File: src/rtl/clk_meas_pkg.sv
// Shared types and constants for the clock period meter.
// Pure declarations; no logic, no latency.
package clk_meas_pkg;

    typedef enum logic [1:0] {IDLE, ALIGN, MEASURE} meas_state_e;

    localparam int MIN_PERIOD = 2;

endpackage

File: src/rtl/sync_edge_det.sv
// Synchronizes clk_in into the clk domain and flags its rising edges.
// q lags d by STAGES clk edges; rise is combinational from q and q delayed by one clk.
module sync_edge_det #(
    parameter int STAGES = 2
) (
    input  logic clk,
    input  logic rst_n,
    input  logic d,
    output logic q,
    output logic rise
);

    logic w_s;
    logic r_s_d;

    generate
        if (STAGES == 0) begin : g_direct
            assign w_s = d;
        end else begin : g_sync
            logic [STAGES-1:0] r_sync;

            always_ff @(posedge clk or negedge rst_n) begin
                if (!rst_n) begin
                    r_sync <= '0;
                end else begin
                    r_sync <= {r_sync[STAGES-2:0], d};
                end
            end

            assign w_s = r_sync[STAGES-1];
        end
    endgenerate

    always_ff @(posedge clk or negedge rst_n) begin
        if (!rst_n) begin
            r_s_d <= 1'b0;
        end else begin
            r_s_d <= w_s;
        end
    end

    assign q    = w_s;
    assign rise = w_s & ~r_s_d;

endmodule

File: src/rtl/clk_period_meter.sv
// Measures period, high time and low time of clk_in in clk cycles; flags lock and stall.
// Results are registered one clk after the synchronized rise is detected.
module clk_period_meter
    import clk_meas_pkg::*;
#(
    parameter int          CNT_W       = 16,
    parameter int          SYNC_STAGES = 2,
    parameter int unsigned TIMEOUT     = 16'hFFFF,
    parameter int          LOCK_CNT    = 2
) (
    input  logic             clk,
    input  logic             rst_n,
    input  logic             en,
    input  logic             clk_in,
    output logic [CNT_W-1:0] period,
    output logic [CNT_W-1:0] high_time,
    output logic [CNT_W-1:0] low_time,
    output logic             meas_valid,
    output logic             locked,
    output logic             timeout
);

    // A timeout shorter than the smallest real period would fire on every cycle.
    localparam int unsigned      LP_TO_RAW  = (TIMEOUT < MIN_PERIOD) ? MIN_PERIOD : TIMEOUT;
    localparam logic [CNT_W-1:0] LP_TIMEOUT = CNT_W'(LP_TO_RAW);
    localparam logic [3:0]       LP_LOCK    = 4'(LOCK_CNT);

    logic w_s;
    logic w_rise;

    meas_state_e      r_state;
    logic [CNT_W-1:0] r_cnt;
    logic [CNT_W-1:0] r_hcnt;
    logic [CNT_W-1:0] r_period;
    logic [CNT_W-1:0] r_high;
    logic [CNT_W-1:0] r_low;
    logic             r_meas_valid;
    logic             r_locked;
    logic             r_timeout;
    logic [3:0]       r_match_cnt;
    logic             r_first;
    logic [3:0]       w_match_next;

    sync_edge_det #(
        .STAGES (SYNC_STAGES)
    ) u_sync (
        .clk   (clk),
        .rst_n (rst_n),
        .d     (clk_in),
        .q     (w_s),
        .rise  (w_rise)
    );

    // r_period still holds the previous result while r_cnt carries the new one.
    always_comb begin
        w_match_next = '0;
        if (!r_first && (r_cnt == r_period)) begin
            w_match_next = (r_match_cnt >= LP_LOCK) ? LP_LOCK : r_match_cnt + 4'd1;
        end
    end

    always_ff @(posedge clk or negedge rst_n) begin
        if (!rst_n) begin
            r_state      <= IDLE;
            r_cnt        <= '0;
            r_hcnt       <= '0;
            r_period     <= '0;
            r_high       <= '0;
            r_low        <= '0;
            r_meas_valid <= 1'b0;
            r_locked     <= 1'b0;
            r_timeout    <= 1'b0;
            r_match_cnt  <= '0;
            r_first      <= 1'b1;
        end else begin
            r_meas_valid <= 1'b0;
            if (!en) begin
                r_state     <= IDLE;
                r_cnt       <= '0;
                r_hcnt      <= '0;
                r_match_cnt <= '0;
                r_locked    <= 1'b0;
                r_timeout   <= 1'b0;
                r_first     <= 1'b1;
            end else begin
                case (r_state)
                    IDLE: begin
                        r_state <= ALIGN;
                        r_first <= 1'b1;
                    end
                    ALIGN: begin
                        if (w_rise) begin
                            r_cnt     <= CNT_W'(1);
                            r_hcnt    <= CNT_W'(1);
                            r_timeout <= 1'b0;
                            r_state   <= MEASURE;
                        end
                    end
                    MEASURE: begin
                        // A rise on the timeout cycle is still a valid measurement.
                        if (w_rise) begin
                            r_period     <= r_cnt;
                            r_high       <= r_hcnt;
                            r_low        <= r_cnt - r_hcnt;
                            r_meas_valid <= 1'b1;
                            r_match_cnt  <= w_match_next;
                            r_locked     <= (w_match_next >= LP_LOCK);
                            r_first      <= 1'b0;
                            r_cnt        <= CNT_W'(1);
                            r_hcnt       <= CNT_W'(1);
                        end else if (r_cnt == LP_TIMEOUT) begin
                            r_timeout   <= 1'b1;
                            r_locked    <= 1'b0;
                            r_match_cnt <= '0;
                            r_first     <= 1'b1;
                            r_cnt       <= '0;
                            r_hcnt      <= '0;
                            r_state     <= ALIGN;
                        end else begin
                            r_cnt  <= r_cnt + CNT_W'(1);
                            r_hcnt <= r_hcnt + CNT_W'(w_s);
                        end
                    end
                    default: r_state <= IDLE;
                endcase
            end
        end
    end

    assign period     = r_period;
    assign high_time  = r_high;
    assign low_time   = r_low;
    assign meas_valid = r_meas_valid;
    assign locked     = r_locked;
    assign timeout    = r_timeout;

endmodule

File: config.mk
export PLATFORM = sky130hd
export DESIGN_NAME = clk_period_meter
export DESIGN_NICKNAME = d
export VERILOG_FILES = /design/src/rtl/clk_meas_pkg.sv /design/src/rtl/sync_edge_det.sv /design/src/rtl/clk_period_meter.sv
export SDC_FILE = /design/constraint.sdc
export NUM_CORES = 1
export LEC_CHECK = 0
export CAP_MARGIN = 25
export CORE_MARGIN = 1.5
export CORE_UTILIZATION = 50
export DETAILED_ROUTE_END_ITERATION = 6
export GPL_TIMING_DRIVEN = 0
export PLACE_DENSITY = 0.72
export SLEW_MARGIN = 10
export SYNTH_ARGS = -nofsm -noshare
export SYNTH_HDL_FRONTEND = slang
export SYNTH_SLANG_ARGS = --single-unit
File: constraint.sdc
create_clock -name clk -period 6 [get_ports clk]
set_clock_uncertainty 0.15 [all_clocks]
set_input_delay 0.6 -clock clk [delete_from_list [all_inputs] [get_ports clk]]
set_output_delay 0.6 -clock clk [all_outputs]
set_load 0.05 [all_outputs]
== Yosys cells after proc, flatten, opt, wreduce, memory -nomap -nowiden ==
Cells that the tools add are included.

* Register bits: 93
* Input bits: 4
* Output and inout bits: 51
* Word-level logic and storage cells: 77

* $add $sub $neg: 4
* Order comparisons: 2
* Equal/unequal tests: 12
* Mux-type cells: 35
* Bitwise gates (word level): 2
* Reductions and logical operators: 9

{| class="wikitable"
|+ Operators by type and width
! operator !! count
|-
| 2-to-1 mux 16 bit || 7
|-
| case mux 16 bit (2 select lines) || 2
|-
| 2-to-1 mux 4 bit || 6
|-
| adder 16 x 1 -> 16 bit || 1
|-
| adder 16 x 1 -> 16 bit, second input constant || 1
|-
| equality test 16 bit || 1
|-
| equality test 16 bit, second input constant || 1
|-
| subtractor 16 bit || 1
|-
| 2-to-1 mux 1 bit || 13
|-
| inequality test 3 x 1 -> 1 bit, second input constant || 3
|-
| greater-or-equal comparator 4 x 2 -> 1 bit, second input constant || 2
|-
| 2-to-1 mux 2 bit || 4
|-
| inequality test 3 bit, second input constant || 2
|-
| case mux 2 bit (3 select lines) || 1
|-
| AND reduction 2 bit || 3
|-
| AND reduction 3 bit || 2
|-
| adder 4 x 1 -> 4 bit, second input constant || 1
|-
| inequality test 4 x 3 -> 1 bit, second input constant || 1
|-
| case mux 1 bit (2 select lines) || 2
|-
| AND reduction 4 bit || 1
|-
| inequality test 3 x 2 -> 1 bit, second input constant || 1
|-
| equality test 2 x 1 -> 1 bit, second input constant || 1
|-
| equality test 2 bit, second input constant || 1
|-
| logical NOT 2 bit || 1
|-
| 5 further kinds || 5
|}

== Longest topological paths before layout ==
* Word-level depth: 7
* Gate-level depth with buffers: 9
* Gate-level depth less buffers: 9

== By module ==
From an unflattened synthesis, not the netlist that was laid out.

* Cell total of the unflattened synthesis: 526
* Area total of the unflattened synthesis: 4908.5 um^2

{| class="wikitable"
|+ Modules (own cells, without submodules)
! module !! instances !! cells each !! area each (um^2) !! seq. area each (um^2)
|-
| clk_period_meter || 1 || 522 || 4819.6 || 2253.4
|-
| sync_edge_det || 1 || 4 || 88.8 || 75.1
|}

== Least setup slack after synthesis ==
No wires, ideal clock.

* Path type: reg-to-reg
* Start point: register r_cnt[0]
* End point: register r_low[14], in the netlist low_time[14]
* Setup time: 0.116 ns
* Arrival time: 2.006 ns
* Required time: 5.734 ns
* Setup slack: 3.728 ns
* Stages on the path, launching flop included: 10
* Buffers on the path: 0
* Period minus slack after synthesis: 2.272 ns
* Path through: dfrtp_1 -> inv_1 -> ha_1 -> fa_1 -> nor2b_1 -> o2111ai_2 -> a21oi_1 -> a2111oi_2 -> o21a_1 -> o311ai_0

* Longest elaborated chain between the ends: 1

{| class="wikitable"
|+ Ends and longest elaborated chain
! item !! line !! RTL
|-
| start, declared || clk_period_meter.sv:32 || <nowiki>logic [CNT_W-1:0] r_cnt;</nowiki>
|-
| start signal, assigned || clk_period_meter.sv:120 || <nowiki>r_cnt <= r_cnt + CNT_W'(1);</nowiki>
|-
| subtractor 16 bit || clk_period_meter.sv:104 || <nowiki>r_low <= r_cnt - r_hcnt;</nowiki>
|-
| end signal, assigned || clk_period_meter.sv:104 ||
|-
| end, declared || clk_period_meter.sv:36 || <nowiki>logic [CNT_W-1:0] r_low;</nowiki>
|}

No other way between the ends.
A chain may end at the register's enable or synchronous reset.

== Worst setup path in the final report ==
* Start point: register r_hcnt[5]
* End point: register r_low[15], in the netlist low_time[15]

* Longest elaborated chain between the ends: 1

{| class="wikitable"
|+ Ends and longest elaborated chain
! item !! line !! RTL
|-
| start, declared || clk_period_meter.sv:33 || <nowiki>logic [CNT_W-1:0] r_hcnt;</nowiki>
|-
| start signal, assigned || clk_period_meter.sv:121 || <nowiki>r_hcnt <= r_hcnt + CNT_W'(w_s);</nowiki>
|-
| subtractor 16 bit || clk_period_meter.sv:104 ||
|}

No other way between the ends.

==> reports/metrics.yaml <==
status: "completed"
worst_pin_slew_ns: 0.6253
areaGrowthSynthToFinish_pct: 17.56
cts_tree: "done"
numCtsBuffers: 9
grt_max_degree: 50
hold_ws_ns: 0.08162
portBuffers: 54
powerDensity_nw_per_um2: 201.6
synth_seq_cells: 93
maxCapViolations: 0
worstSetupEndpointType: "register"
h-tree-depth: 3
postCtsSetupRepairBufs: 0
synth.area.mux_share_pct: 0.2248
place_ws_ns: 3.140
grt_use_total_pct: 24.74
ios: 55
drc: 0
rows: 36
setup_ws_ns: 3.343
wirelength_mm: 12.07
rsz0062_at_grt: "false"
post_drt_wl_per_cell_um: 16.38
drtPass1Iterations: 5
synth_top_family_by_area: "simple AND/OR/NAND/NOR gates"
slowest_delay_ns: 0.42
finalSetupViolCount: 0
critPathKind: "reg -> reg"
synth-async-reset-ratio_pct: 100.0
yosysTopAreaCellShare_pct: 45.97
hold_buffers: 0
ys_top_cells_by_area: "dfrtp_1, nand2_1, xnor2_1, ha_1, o21ai_0"
synth_adder_area_share_pct: 5.396
slew_headroom_pct: 57.65
cp_max_fo: 6
arrival_ns: 2.74
synth-simple-area-share_pct: 21.46
clk_latency_ns: 0.36
synth_xor_area_share_pct: 6.995
ys_types: 67
initial_core_util_pct: 51.48
ant_nets: 0
final_common_cell: "nand2_1"
worst_path_max_delay_cell: "dfrtp_1"
avgSynthCellArea_um2: 9.362
hp-class: "in -> async"
synthCells: 535
ys_seq_area_share_pct: 46.49
crit_buf_inv: 1
fin_setup_tns_ns: 0
die_w_um: 103.1
final_cell_mix: "nand2_1, dfrtp_1, clkdlybuf4s50_1"
antenna_found_initial: 0
die_area_um2: 10630
dr.first_iter.drc_count: 303
yosysTopAreaCell: "dfrtp_1"
critical_path.top_delay_family: "compound AO/OA/AOI/OAI gates"
hpwl_mm: 8.999
synth_nets: 560
start_kind: "register"
core-area_um2: 9729
grt_pass1_vias: 3893
place_congestion: 0.8585
synth_edf_count: 0
drv_slew: 0
finalNetCount: 626
num_antenna_cells: 0
die_h_um: 103.1
grt_overflow: 0
cp_cell_sequence: "inv_1 > ha_1 > and3_1 > o21ai_0 > a31oi_1 > a41oi_1 > xnor2_1 > o21ai_1"
required_ns: 6.09
clk_path_buf_depth: 2
period_needed_ns: 2.657
cts_sinks: 93
max_freq_mhz: 376.4
finalHoldViolations: 0
grt_pass1_wl_mm: 19.78
ir_worst_vdd_mv: 0.1125
yosys_most_used_dff: "dfrtp_1"
synth_compound_area_share_pct: 15.29
min_period_over_period_pct: 44.28
vias_per_cell: 5.601
vias: 4128
drive_above_1_share_pct: 8.113
netlist_area_um2: 5009
yosys_warnings: 0
leakagePower_nw: 2.600
cts_resized: 0
root_buffer: "clkbuf_8"
clkSlewWorstSetupHoldPaths_ns: 0.09
==> layer usage <==
layer	global-route usage, %	vias up	share of wire (%)
li1	-	1971	-
met1	36.38	1995	47
met2	36.89	143	46
met3	3.864	19	5.3
met4	9.563	0	2.0
met5	0	-	0
==> cell usage after synthesis, drive strengths merged, types with 2 or more instances <==
library cell / n
a221o: 2
or3: 3
o21ai: 63
and3: 14
buf: 12
o21a: 5
inv: 23
nor2b: 5
nor2: 24
o31ai: 6
a21o: 6
clkbuf: 12
a31oi: 7
xor2: 9
nand2b: 4
ha: 20
and2: 5
o2111ai: 2
nor3: 8
nand4: 12
nor4: 5
dfrtp: 92
xnor2: 31
nand2: 112
a21boi: 6
a21oi: 10
o311ai: 2
nand3: 16
==> final timing paths <==
check,from,endpoint,slack (ns),cells after the start
max,r_hcnt[5],low_time[15],3.34,8
min,rst_n,u_sync.g_sync.r_sync[0],0.08,1
max reg2reg,r_hcnt[5],low_time[15],3.34,8
min reg2reg,u_sync.g_sync.r_sync[0],u_sync.g_sync.r_sync[1],0.20,0
max in group asynchronous,rst_n,period[4],4.97,2
min in group clk,u_sync.g_sync.r_sync[0],u_sync.g_sync.r_sync[1],0.20,0
==> worst reg2reg max path, cell delays in order, from the launching register on <==
cell and delay [ns]:
dfrtp_1 0.42, inv_1 0.23, ha_1 0.35, and3_1 0.19, o21ai_0 0.42, a31oi_1 0.24, a41oi_1 0.29, xnor2_1 0.16
o21ai_1 0.07
==> power breakdown <==
| group | internal (mW) | switching (mW) |
|---|---|---|
| Clock | 0.146 | 0.212 |
| Combinational | 0.0601 | 0.112 |
| Sequential | 0.644 | 0.0124 |
| Total | 0.850 | 0.337 |
==> cell families (layout without fill, tap and decap cells) <==
family          count (synthesis)  after routing
mux                             1              1
simple gates                  213            213
compound gates                120            120
buf+inv                        47            116
xor+xnor                       40             40
fa+ha+maj                      21             21
flops                          93             93
==> state kept, by name (all words and copies together) (netlist names) <==
register / cells
timeout: 1
low_time: 16
u_sync.r_s_d: 1
high_time: 16
u_sync.g_sync.r_sync: 2
r_cnt: 16
r_match_cnt: 4
meas_valid: 1
r_first: 1
locked: 1
r_hcnt: 16
period: 16
r_state: 2
==> layout make-up <==
| cell class | count | area (um2) |
|---|---|---|
| plain buffers | 24 | 121.4 |
| repair buffers | 55 | 565.5 |
| fillers | 871 | 3841 |
| clock inverters | 2 | 12.51 |
| clock buffers | 12 | 135.1 |
| flip-flops and latches | 93 | 2328 |
| inverters | 23 | 86.33 |
| well taps | 133 | 166.4 |
| multi-input cells | 395 | 2472 |
==> per-stage QoR <==
step / power, mW / instances / instance area (um2) / util, %
floorplan: 0.7798 / 535 / 5009 / -
CTS: 1.198 / 737 / 5888 / 60.52
detailed placement: 0.8431 / 723 / 5741 / 59.00
finish: 1.187 / 737 / 5888 / 60.52
global placement: 0.8395 / 722 / 5715 / 58.74
global route: 1.239 / 737 / 5888 / 60.52
(Power assumes the default switching activity.)
